`src/rtl/truth_table_bist.sv`:
```
// Exhaustive truth-table checker for a small combinational function.
// Steps every input vector, samples f_in at the end of each hold window.
module truth_table_bist #(
  parameter int N_IN = 4,
  parameter logic [2**N_IN-1:0] EXPECTED = 16'hA5C3,
  parameter int HOLD = 20
) (
  input  logic            clk,
  input  logic            rst_n,
  input  logic            start,
  input  logic            f_in,
  output logic [N_IN-1:0] vec_out,
  output logic            busy,
  output logic            done,
  output logic            pass,
  output logic [N_IN:0]   err_count,
  output logic [N_IN-1:0] first_fail,
  output logic            fail_valid
);

  localparam int HW = (HOLD > 1) ? $clog2(HOLD) : 1;
  localparam logic [N_IN-1:0] LAST = N_IN'(2**N_IN - 1);
  localparam logic [HW-1:0] HLAST = HW'(HOLD - 1);

  typedef enum logic [1:0] {
    S_IDLE,
    S_RUN,
    S_DONE
  } state_t;

  state_t          state, state_n;
  logic [N_IN-1:0] index, index_n;
  logic [HW-1:0]   hold_cnt, hold_n;
  logic            busy_n, done_n, pass_n;
  logic [N_IN:0]   err_n;
  logic [N_IN-1:0] ff_n;
  logic            fv_n;
  logic            sample, mismatch;

  assign vec_out  = index;
  assign sample   = (hold_cnt == HLAST);
  assign mismatch = (f_in != EXPECTED[index]);

  always_ff @(posedge clk or negedge rst_n) begin
    if (!rst_n) begin
      state      <= S_IDLE;
      index      <= '0;
      hold_cnt   <= '0;
      busy       <= 1'b0;
      done       <= 1'b0;
      pass       <= 1'b0;
      err_count  <= '0;
      first_fail <= '0;
      fail_valid <= 1'b0;
    end else begin
      state      <= state_n;
      index      <= index_n;
      hold_cnt   <= hold_n;
      busy       <= busy_n;
      done       <= done_n;
      pass       <= pass_n;
      err_count  <= err_n;
      first_fail <= ff_n;
      fail_valid <= fv_n;
    end
  end

  always_comb begin
    state_n = state;
    index_n = index;
    hold_n  = hold_cnt;
    busy_n  = busy;
    done_n  = done;
    pass_n  = pass;
    err_n   = err_count;
    ff_n    = first_fail;
    fv_n    = fail_valid;
    unique case (state)
      S_IDLE, S_DONE: begin
        if (start) begin
          state_n = S_RUN;
          index_n = '0;
          hold_n  = '0;
          busy_n  = 1'b1;
          done_n  = 1'b0;
          pass_n  = 1'b0;
          err_n   = '0;
          ff_n    = '0;
          fv_n    = 1'b0;
        end
      end
      S_RUN: begin
        hold_n = hold_cnt + HW'(1);
        if (sample) begin
          hold_n = '0;
          if (mismatch) begin
            err_n = err_count + (N_IN + 1)'(1);
            if (!fail_valid) begin
              ff_n = index;
              fv_n = 1'b1;
            end
          end
          if (index == LAST) begin
            state_n = S_DONE;
            index_n = '0;
            busy_n  = 1'b0;
            done_n  = 1'b1;
            pass_n  = (err_n == '0);
          end else begin
            index_n = index + N_IN'(1);
          end
        end
      end
      default: state_n = S_IDLE;
    endcase
  end

endmodule

```
`config.mk`:
```
export PLATFORM = sky130hd
export DESIGN_NAME = truth_table_bist
export DESIGN_NICKNAME = d
export VERILOG_FILES = /design/src/rtl/truth_table_bist.sv
export SDC_FILE = /design/constraint.sdc
export NUM_CORES = 1
export LEC_CHECK = 0
export BUFFER_PORTS_ARGS = -buffer_cell sky130_fd_sc_hd__buf_4
export CORE_UTILIZATION = 39
export DETAILED_ROUTE_END_ITERATION = 12
export PLACE_DENSITY = 0.56
export SYNTH_ARGS = -nofsm -noshare
export SYNTH_HDL_FRONTEND = slang
export SYNTH_SLANG_ARGS = --single-unit
```
`constraint.sdc`:
```
create_clock -name clk -period 5.7 [get_ports clk]
set_input_delay 0.57 -clock clk [delete_from_list [all_inputs] [get_ports clk]]
set_output_delay 0.57 -clock clk [all_outputs]
set_load 0.05 [all_outputs]
```
==> results.py <==
metrics = {
    "cells_and_area": {
        "fillCellCount": 309,
        "post-route-util_pct": 48.88,
        "drive_gt1_share_pct": 20.13,
        "diodes": 0,
        "syn2layout_area_growth_pct": 16.60,
        "nNetsFinal": 163,
    },
    "critical_path": {
        "r2r_slack_ps": 3460,
        "r2r-start": "hold_cnt[0]$_DFFE_PN0P_",
        "path_class": "flop to flop",
        "cp-start-kind": "flop",
        "r2r_cells": 6,
        "r2r_end": "first_fail[3]$_DFFE_PN0P_",
        "cp_max_fo": 13,
        "cp-end-kind": "flop",
        "worstPathArrival_ps": 2490,
        "cp.required_ps": 5950,
    },
    "sta": {
        "setup_viol": 0,
        "slew_headroom_pct": 50.47,
        "rsz0062_at_grt": "false",
        "fin_tns_setup_ps": 0,
        "maxSlewViolCount": 0,
        "period_share_pct": 39.25,
        "hold_viol": 0,
        "skew_ps": 7.384,
        "worstMarginPinSlew_ps": 741.4,
        "timing.fmax_mhz": 447.0,
        "finalCriticalPeriod_ps": 2237,
    },
    "placed_design": {
        "gp_routability_congestion": 0.7456,
        "detailed_place_hpwl_um": 2036,
        "portBuffers": 20,
    },
    "clock_tree": {
        "post_cts_buffers": 0,
        "cts.path.max_buffers": 2,
        "root_buffer": "clkbuf_4",
        "worstSkewPairLatency_ps": 320,
        "cts_made_buffers": 3,
        "hold_buffers": 0,
        "tritoncts": "yes",
        "cts_resized": 0,
        "clk_pin_slew_worst_paths_ps": 140,
        "cts_htree_levels": 1,
        "cts_sinks": 24,
    },
    "die": {
        "die_area_um2": 3598,
        "core_area_um2": 3128,
        "initial_utilization_pct": 41.92,
        "rows": 20,
        "fp.dieH_um": 59.99,
        "io_pins": 21,
        "die_w_um": 59.99,
    },
    "job": {
        "maxCapViolCount": 0,
    },
    "route": {
        "dr_total_vias": 1060,
        "vias_per_cell": 5.354,
        "routed_wl_um": 2779,
        "ant_nets": 0,
        "drt_first_pass_iters": 4,
        "drt-initial-drc-count": 38,
        "wl_per_cell_um": 14.04,
        "drc": 0,
    },
    "yosys": {
        "synth-seq-cells": 24,
        "ys_seq_area_share_pct": 45.80,
        "ys_async_sr_fraction_pct": 100.0,
        "yosysWarnings": 0,
        "synth_edf_count": 0,
        "yosysMostFrequentCell": "dfrtp_1",
        "synth_top_area_share_pct": 45.80,
        "avgSynthCellArea_um2": 9.786,
        "ys_types": 39,
        "synth_nets": 142,
        "synthFlopType": "dfrtp_1",
        "syn_inst": 134,
        "synth_area_leaders": "dfrtp_1 (46%), nand3_1 (4.2%), ha_1 (3.8%), nand2_1 (3.7%), o21ai_0 (3.1%)",
        "synth_top_area_cell": "dfrtp_1",
        "syn_area_um2": 1311,
        "synth_commonest_cells": "dfrtp_1 (24), nand2_1 (13), nand3_1 (11)",
    },
    "global_routing": {
        "antenna_found_initial": 0,
        "grt_pass1_wl_um": 4843,
        "grt_remaining_overflow": 0,
        "grt_pass1_vias": 1028,
        "grt_max_degree": 25,
        "grt_usage_pct": 18.25,
    },
    "power_and_ir_drop": {
        "p_leak_nw": 0.6927,
        "p_per_area_nw_per_um2": 545.9,
        "irDropWorstVdd_mv": 0.2234,
    },
    "worst_hold_path": {
        "hold_path_class": "input port to asynchronous set/reset pin",
    },
    "outcome": {
        "status": "finished clean",
    },
}
registers in the layout, indices dropped and copies added, names as in the netlist:
| register | cells |
|---|---|
| first_fail | 4 |
| busy | 1 |
| fail_valid | 1 |
| done | 1 |
| vec_out | 4 |
| hold_cnt | 5 |
| state | 2 |
| err_count | 5 |
| pass | 1 |
placed cells by master (no fill, tap or decap), drive strengths merged, types with 2 or more instances in the layout:
| cell | instances |
|---|---|
| a21oi | 2 |
| a22o | 2 |
| buf | 20 |
| clkbuf | 4 |
| dfrtp | 24 |
| ha | 4 |
| inv | 10 |
| mux2i | 2 |
| nand2 | 13 |
| nand2b | 3 |
| nand3 | 11 |
| nand4b | 2 |
| nor2 | 10 |
| nor2b | 2 |
| nor4b | 2 |
| o211ai | 2 |
| o21a | 3 |
| o21ai | 16 |
| o31ai | 3 |
| or2 | 2 |
| xnor2 | 4 |
per-layer routing:
layer / vias up / global-route usage (%) / part of all wire (%)
met1: 526 / 26.77 / 50
met5: - / 0 / 0
li1: 514 / - / -
met3: 4 / 1.948 / 2.8
met2: 16 / 27.62 / 47
met4: 0 / 6.645 / 1.0
area by class of cell:
class	instances	area, um2	share of cell area, %
clock buffers	4	36.28	2.373
repair buffers	20	150.1	9.820
well taps	44	55.05	3.601
flip-flops and latches	24	600.6	39.28
multi-input cells	96	649.4	42.47
inverters	10	37.54	2.455
through the flow:
step	power [mW]	hold WS, ps	setup slack (ps)	instances	cell area [um2]
finish	0.8347	122.9	3463	198	1529
global route	0.8983	131.4	3254	198	1529
CTS	0.8383	130.4	3468	198	1529
detailed placement	0.7460	483.2	3478	194	1493
global placement	0.7403	471.2	3540	194	1493
floorplan	0.6318	274.4	3571	134	1311
how the worst max path moves through the flow:
stage	from	to	slack, ps	cells after the start
detailed placement	hold_cnt[0]$_DFFE_PN0P_	first_fail[0]$_DFFE_PN0P_	3480	6
global placement	hold_cnt[0]$_DFFE_PN0P_	first_fail[1]$_DFFE_PN0P_	3540	6
floorplan	vec_out[2]$_DFFE_PN0P_	err_count[0]$_DFFE_PN0P_	3570	6
finish	hold_cnt[0]$_DFFE_PN0P_	first_fail[3]$_DFFE_PN0P_	3460	6
global route	hold_cnt[0]$_DFFE_PN0P_	first_fail[3]$_DFFE_PN0P_	3250	6
CTS	hold_cnt[0]$_DFFE_PN0P_	first_fail[0]$_DFFE_PN0P_	3470	6
worst max-delay path, stage by stage, from the launching register on:
cell       delay [ps]
dfrtp_1           410
ha_1              220
nand4bb_1         190
or2_1             440
o41ai_4           640
nand3_1           150
o21ai_1           120
logic make-up (layout without fill, tap and decap cells):
kind of cell | after synthesis | after routing | synth area share (%)
AOI/OAI and AO/OA | 36 | 36 | 20.52
buffers and inverters | 14 | 34 | 4.676
and+or+nand+nor | 48 | 48 | 19.47
xor gates and xnor gates | 5 | 5 | 3.340
DFF | 24 | 24 | 45.80
adders and majority gates | 4 | 4 | 3.817
muxes | 3 | 3 | 2.385
where the power goes:
part	internal (mW)	switching, mW	leakage [nW]
logic	0.160	0.283	0.371
clock network	0.0390	0.0521	0.0210
registers	0.229	0.0718	0.301
(Power assumes the default switching activity.)
